$ cat src/rtl/reaction_game_ctrl.sv
// Reaction-time game sequencer: random pre-stimulus delay, BCD ms reaction count, false-start and timeout detection.
// Optional best-time tracking is enabled with `define REACTION_BEST_TIME_EN.
module reaction_game_ctrl #(
  parameter int MIN_DELAY_MS  = 1000,
  parameter int DELAY_STEP_MS = 250,
  parameter int MAX_REACT_MS  = 9999
) (
  input  logic        clk,
  input  logic        rst_n,
  input  logic        tick_1ms,
  input  logic        start,
  input  logic        react,
  input  logic [3:0]  rand_val,
  output logic        stim_led,
  output logic [15:0] time_bcd,
  output logic [2:0]  state_o,
  output logic        foul,
  output logic        timeout,
  output logic        done
`ifdef REACTION_BEST_TIME_EN
  ,
  output logic [15:0] best_bcd,
  output logic        new_best
`endif
);

  localparam logic [2:0] S_IDLE    = 3'd0;
  localparam logic [2:0] S_ARM     = 3'd1;
  localparam logic [2:0] S_STIM    = 3'd2;
  localparam logic [2:0] S_RESULT  = 3'd3;
  localparam logic [2:0] S_FOUL    = 3'd4;
  localparam logic [2:0] S_TIMEOUT = 3'd5;

  function automatic logic [15:0] to_bcd(input int n);
    return {4'(n / 1000 % 10), 4'(n / 100 % 10), 4'(n / 10 % 10), 4'(n % 10)};
  endfunction

  // Ripple a +1 through four decimal digits, wrapping each 9 to 0 with carry.
  function automatic logic [15:0] bcd_inc(input logic [15:0] v);
    logic [15:0] r;
    logic        carry;
    r     = v;
    carry = 1'b1;
    for (int i = 0; i < 4; i++) begin
      if (carry) begin
        if (r[i*4 +: 4] == 4'd9) begin
          r[i*4 +: 4] = 4'd0;
        end else begin
          r[i*4 +: 4] = r[i*4 +: 4] + 4'd1;
          carry       = 1'b0;
        end
      end
    end
    return r;
  endfunction

  localparam logic [15:0] MAX_BCD = to_bcd(MAX_REACT_MS);

  logic [2:0]  state;
  logic [31:0] delay_cnt;
  logic [31:0] delay_load;

  assign state_o    = state;
  assign delay_load = 32'(MIN_DELAY_MS) + 32'(rand_val) * 32'(DELAY_STEP_MS);

  // NOTE: all state, including the delay counter, sits under the async reset so a mid-round reset leaves nothing stale.
  always_ff @(posedge clk or negedge rst_n) begin
    if (!rst_n) begin
      state     <= S_IDLE;
      delay_cnt <= '0;
      stim_led  <= 1'b0;
      time_bcd  <= 16'h0000;
      foul      <= 1'b0;
      timeout   <= 1'b0;
      done      <= 1'b0;
`ifdef REACTION_BEST_TIME_EN
      best_bcd  <= 16'h9999;
      new_best  <= 1'b0;
`endif
    end else begin
      // NOTE: pulses default low every cycle and are raised only on the entry edge, so they last exactly one clk.
      done <= 1'b0;
`ifdef REACTION_BEST_TIME_EN
      new_best <= 1'b0;
`endif
      case (state)
        S_IDLE, S_RESULT, S_FOUL, S_TIMEOUT: begin
          if (start) begin
            state     <= S_ARM;
            delay_cnt <= delay_load;
            time_bcd  <= 16'h0000;
            foul      <= 1'b0;
            timeout   <= 1'b0;
          end
        end
        S_ARM: begin
          if (react) begin
            state <= S_FOUL;
            foul  <= 1'b1;
            done  <= 1'b1;
          end else if (tick_1ms) begin
            // A zero-length delay expires on the first tick, same as a count of 1.
            if (delay_cnt <= 32'd1) begin
              state     <= S_STIM;
              stim_led  <= 1'b1;
              delay_cnt <= '0;
            end else begin
              delay_cnt <= delay_cnt - 32'd1;
            end
          end
        end
        S_STIM: begin
          if (react) begin
            state    <= S_RESULT;
            stim_led <= 1'b0;
            done     <= 1'b1;
`ifdef REACTION_BEST_TIME_EN
            // BCD digit order matches magnitude order, so a plain unsigned compare is valid.
            if (time_bcd < best_bcd) begin
              best_bcd <= time_bcd;
              new_best <= 1'b1;
            end
`endif
          end else if (tick_1ms) begin
            if (time_bcd == MAX_BCD) begin
              state    <= S_TIMEOUT;
              timeout  <= 1'b1;
              stim_led <= 1'b0;
              done     <= 1'b1;
            end else begin
              time_bcd <= bcd_inc(time_bcd);
            end
          end
        end
        default: state <= S_IDLE;
      endcase
    end
  end

endmodule
$ cat config.mk
export PLATFORM = sky130hd
export DESIGN_NAME = reaction_game_ctrl
export DESIGN_NICKNAME = d
export VERILOG_FILES = /design/src/rtl/reaction_game_ctrl.sv
export SDC_FILE = /design/constraint.sdc
export NUM_CORES = 1
export LEC_CHECK = 0
export ABC_AREA = 1
export CORE_ASPECT_RATIO = 2
export CORE_MARGIN = 3
export CORE_UTILIZATION = 45
export CTS_BUF_LIST = sky130_fd_sc_hd__clkbuf_4 sky130_fd_sc_hd__clkbuf_8
export DETAILED_ROUTE_END_ITERATION = 10
export GPL_TIMING_DRIVEN = 0
export PLACE_DENSITY_LB_ADDON = 0.12
export SETUP_SLACK_MARGIN = 0.1
export SLEW_MARGIN = 0
export SYNTH_ARGS = -nofsm -noshare
export SYNTH_HDL_FRONTEND = slang
export SYNTH_SLANG_ARGS = --single-unit
$ cat constraint.sdc
create_clock -name clk -period 1.8 [get_ports clk]
set_input_delay 0.36 -clock clk [delete_from_list [all_inputs] [get_ports clk]]
set_output_delay 0.36 -clock clk [all_outputs]
set_load 0.02 [all_outputs]
==> results of run 1 <==
per-layer routing:
layer	share of wire	wire length, µm	vias up	GRT usage
met1	0.31	4630	2264	0.225
met2	0.58	8570	158	0.505
met4	0.072	1060	0	0.126
met3	0.032	476	77	0.0280
met5	0	0	-	0
li1	-	-	2188	-
registers in the layout, summed over array words and instances (netlist names):
name	cells
done	1
state_o	3
stim_led	1
time_bcd	16
foul	1
delay_cnt	32
timeout	1
cell families (layout without fill, tap and decap cells):
kind of cell / count (synthesis) / in the layout / synth area share
buf+inv: 88 / 222 / 0.0840
fa+ha+maj: 32 / 32 / 0.106
xor+xnor: 27 / 27 / 0.0555
mux: 1 / 1 / 0.00235
compound gates: 74 / 74 / 0.102
flops: 55 / 55 / 0.323
simple gates: 320 / 321 / 0.327
timing repair:
item	4_1_cts	5_1_grt
setup buffers	52	39
gates cloned	3	2
pin swaps	65	73
endpoints found under the setup margin	66	55
resized for setup	197	141
cell usage after synthesis, types with 4 or more instances:
cell type and count:
buf_2 4, or2_2 6, nand3_1 50, inv_1 76, xor2_1 19, fa_1 7
xnor2_1 8, nor2_1 101, ha_1 25, a22oi_1 5, dfrtp_1 55, nand4_1 12
o21ai_1 4, nor3_1 12, nand2_1 122, a21oi_1 20, inv_2 4, o21ai_0 31
power by group:
| group | total, mW | internal [mW] | switching, mW | leakage (nW) |
|---|---|---|---|---|
| clock | 0.806 | 0.368 | 0.438 | 0.0549 |
| sequential | 1.96 | 1.56 | 0.395 | 0.700 |
| combinational | 6.81 | 3.05 | 3.76 | 2.48 |
| total | 9.57 | 4.98 | 4.59 | 3.23 |
stage by stage:
stage / std cells / instance area (µm²)
6_report: 834 / 6740
3_3_place_gp: 730 / 4810
3_5_place_dp: 731 / 4820
4_1_cts: 794 / 5910
5_1_grt: 834 / 6740
2_1_floorplan: 597 / 4370
final timing paths:
check / from / end
worst max-delay path: rand_val[3] / delay_cnt[10]
worst min-delay path: rst_n / time_bcd[7]
worst max register to register: state_o[2] / time_bcd[2]
worst min register to register: foul / foul
max in group asynchronous: rst_n / time_bcd[12]
min in group clk: rand_val[1] / delay_cnt[2]
layout make-up:
class | count | area [µm²]
plain buffers | 8 | 98.8
clock buffers | 8 | 104
fillers | 640 | 2400
inverters | 80 | 332
multi-input cells | 455 | 3480
flip-flops and latches | 55 | 1390
well taps | 102 | 128
repair buffers | 126 | 1200
critical path: cells and delay by family:
kind,cells,cell delay (ns)
adders and majority gates,3,1.39
and+or+nand+nor,8,0.62
buffers and inverters,4,0.36
AOI/OAI and AO/OA,2,0.17
==> metrics.txt, run 1 <==
post-synth top area share=0.323; H-tree levels=2; slack of the worst reg-to-reg path=-0.14 ns; Hold Slack=-0.00506 ns; Worst Hold Class=primary input to async pin; Required @ worst endpoint=2.07 ns; Yosys cell types=38; Startpoint Class=primary input; drc violations=0; Die X=74.8 µm; WL per Instance=17.7 µm; routed wire length=14700 µm; global route total overflow=0; share of synthesized registers carrying an async set or reset=1.00; path depth of the worst reg2reg path=12; initial antenna violation count=0; latest clock arrival within the worst-skew pair=0.34 ns; syn avg cell area=7.13 µm²; maximum vdd drop=0.759 mV; crit path DAT=2.90 ns; failing checks=negative hold slack, negative setup slack; power after layout=9.57 mW; final setup vio count=40; Synth area leader=dfrtp_1; Initial Util=0.466; RSZ-0062 raised after global routing=yes; power density cells=1420 nW/µm²; Max stage delay on crit path=0.58 ns; most common cell after layout, fill and taps aside=nand2_1; GR Util All Layers=0.249; synthesis-stage register bit count=55; Worst-Margin Slew=0.538 ns; first-pass GRT wire length=20600 µm; Core ar.=9140 µm²; Pleak=3.23 nW; Top FF cell, synth=dfrtp_1; vias in the first global route=4459; final worst path period need=2.62 ns; net count after synthesis=638; total CTS buffers=5; kind of critical path=primary input to flop; slowest cell on the critical path=fa_2; Max Slew Vio Count=0; Synth area leaders=dfrtp_1 32%, nand2_1 11%, nor2_1 8.9%; largest net degree at the start of global routing=36; vias per inst=5.62; Setup crit end kind=flop; height of the die=144 µm; DR pass1 iterations=4; crit-path cells=buf_12, fa_2, inv_2, fa_1, inv_2, ha_4, nand2_4, nand2_2, nand3_2, nand2_2, nand2_1, nand2_1, nand2_2, buf_4, o21ai_2, nand3_1, a21boi_1; Worst slew margin=0.641; CTS sink count=55; Antenna diodes=0; DRT iter0 DRCs=241; Fin. Hold Viols=9; CTS Hold Bufs=0; CTS max path bufs=2; Seq/Total Area, Yosys=0.323; ratio of cells with drive above 1 in the final layout=0.447; fin nets=772; final setup skew=0.0122 ns; CTS tree=yes; CP max FO=5; Top Ports=32; max cap viols=0; site row count=49; period utilization=1.46; GPL Wtd Cong=0.944; Root Buffer=clkbuf_8; post-DP HPWL=8840 µm; final cell utilization of the core=0.738; die area=10700 µm²; Cell Area, Synth=4260 µm²; outcome=complete, but fails checks; Setup WS post-layout=-0.822 ns; Max Fclk=0.381 GHz; Port Buffers=31; Place WS=-1.86 ns; Vias=4687; setup tns final=-7.01 ns; most frequent cells in the layout=88 x nand2_1, 71 x buf_4, 52 x nor2_1; Worst-path clk slew=0.11 ns; Cells after Synth=597; Final ANT Viol Nets=0; EDFF count, synth=0; most frequent CP cell=nand2_2; Area growth, synth to finish=58.2%; synth warn=0
Note: power is estimated with default switching activity, not from simulation.
==> run 2: changes to the inputs <==
==> constraint.sdc (replaced) <==
create_clock -name clk -period 2.1 [get_ports clk]
set_input_delay 0.42 -clock clk [delete_from_list [all_inputs] [get_ports clk]]
set_output_delay 0.42 -clock clk [all_outputs]
set_load 0.02 [all_outputs]
==> metrics.txt, run 2 (same netlist as run 1, synthesis figures left out) <==
Max Slew Vio Count=0 (unchanged); vias per inst=5.44 (was 5.62); Place WS=-1.71 ns (was -1.86 ns); Worst slew margin=0.544 (was 0.641); kind of critical path=primary input to flop (unchanged); global route total overflow=0 (unchanged); most frequent cells in the layout=105 x nand2_1, 84 x nor2_1, 66 x inv_1 (was 88 x nand2_1, 71 x buf_4, 52 x nor2_1); power after layout=5.83 mW (was 9.57 mW); Worst Hold Class=primary input to async pin (unchanged); DRT iter0 DRCs=180 (was 241); initial antenna violation count=0 (unchanged); CTS max path bufs=2 (unchanged); Antenna diodes=0 (unchanged); period utilization=1.28; die area=10700 µm² (unchanged); latest clock arrival within the worst-skew pair=0.32 ns (was 0.34 ns); GR Util All Layers=0.233 (was 0.249); total CTS buffers=5 (unchanged); final worst path period need=2.70 ns; height of the die=144 µm (unchanged); final setup vio count=8 (was 40); outcome=complete, but fails checks (unchanged); CTS sink count=55 (unchanged); Die X=74.8 µm (unchanged); final setup skew=0.00846 ns (was 0.0122 ns); setup tns final=-3.66 ns (was -7.01 ns); Hold Slack=0.119 ns (was -0.00506 ns); Required @ worst endpoint=2.37 ns (was 2.07 ns); Worst-path clk slew=0.11 ns (about the same); fin nets=691 (was 772); Setup crit end kind=flop (unchanged); final non-filler cell total=753 (was 834); most common cell after layout, fill and taps aside=nand2_1 (unchanged); Top Ports=32 (unchanged); max cap viols=0 (unchanged); RSZ-0062 raised after global routing=yes (unchanged); WL per Instance=15.8 µm (was 17.7 µm); vias in the first global route=4067 (was 4459); Core ar.=9140 µm² (unchanged); Vias=4096 (was 4687); site row count=49 (unchanged); Root Buffer=clkbuf_8 (unchanged); H-tree levels=2 (unchanged); Final ANT Viol Nets=0 (unchanged); Max Fclk=0.371 GHz; Biggest register=delay_cnt (unchanged); routed wire length=11900 µm (was 14700 µm); drc violations=0 (unchanged); final cell utilization of the core=0.576 (was 0.738); GPL Wtd Cong=0.898 (was 0.944); placed instance count=731 (unchanged); max FFs per register=32 (unchanged); Fin. Hold Viols=0 (was 9); Port Buffers=31 (unchanged); Setup WS post-layout=-0.596 ns (was -0.822 ns); Area growth, synth to finish=23.6% (was 58.2%); maximum vdd drop=0.531 mV (was 0.759 mV); Worst-Margin Slew=0.684 ns (was 0.538 ns); post-DP HPWL=9330 µm (was 8840 µm); largest net degree at the start of global routing=30 (was 36); DR pass1 iterations=4 (unchanged); failing checks=negative setup slack (was negative hold slack, negative setup slack); Startpoint Class=primary input (unchanged); Post-DP Area=4790 µm² (was 4820 µm²); ratio of cells with drive above 1 in the final layout=0.195 (was 0.447); Pleak=2.55 nW (was 3.23 nW); crit path DAT=2.97 ns (was 2.90 ns); CP max FO=5 (unchanged); design area=5260 µm² (was 6740 µm²); CTS Hold Bufs=0 (unchanged); power density cells=1110 nW/µm² (was 1420 nW/µm²); first-pass GRT wire length=18700 µm (was 20600 µm); Initial Util=0.466 (unchanged); CTS tree=yes (unchanged)
run 2: per-layer routing:
| metal | track usage | wire length (µm) | vias up |
|---|---|---|---|
| li1 | - | - | 2026 |
| met1 | 0.198 | 3940 | 1917 |
| met2 | 0.444 | 6640 | 97 |
| met3 | 0.0280 | 232 | 56 |
| met4 | 0.195 | 1070 | 0 |
| met5 | 0 | 0 | - |
run 2: cell type report:
type,instances,area (µm²)
clock buffer,7,90.1
inverter,80,305
clock inverter,1,8.76
tap,102,128
multi-input combinational,454,2850
buffer,8,57.6
timing repair buffer,46,447
fill,852,3870
sequential,55,1380
run 2: worst max-delay path: stages:
cell     delay, ns
buf_12        0.11
fa_2          0.58
inv_2         0.07
fa_1          0.49
inv_2         0.05
ha_4          0.33
nand2_4       0.09
nand2_4       0.07
nand3_4       0.08
nand2_4       0.08
inv_2         0.05
nor2_2        0.12
nand2_2       0.10
nand2_1       0.07
nand2_1       0.06
nand2_2       0.10
nand2_1       0.05
nand2_1       0.06
run 2: final timing paths:
check	startpoint	endpoint	slack, ns	depth (start not counted)
setup / recovery	rand_val[3]	delay_cnt[9]	-0.60	18
hold / removal	rst_n	time_bcd[10]	0.12	1
setup reg to reg	delay_cnt[0]	delay_cnt[30]	0.16	9
hold reg to reg	foul	foul	0.53	2
max in group asynchronous	rst_n	state_o[1]	1.37	2
min in group clk	rand_val[1]	delay_cnt[2]	0.47	3
run 2: timing repair:
| item | 4_1_cts | 5_1_grt |
|---|---|---|
| pin swaps | 22 | 21 |
| buffers inserted | 8 | 6 |
| endpoints found under the setup margin | 36 | 47 |
| cloned | 0 | 0 |
| gates resized for setup | 48 | 50 |
run 2: power by group:
part           internal (mW)  leakage (nW)  switching (mW)
Combinational           1.33          1.78            2.21
Clock                  0.285        0.0519           0.385
Sequential              1.33         0.716           0.291
Total                   2.94          2.55            2.88
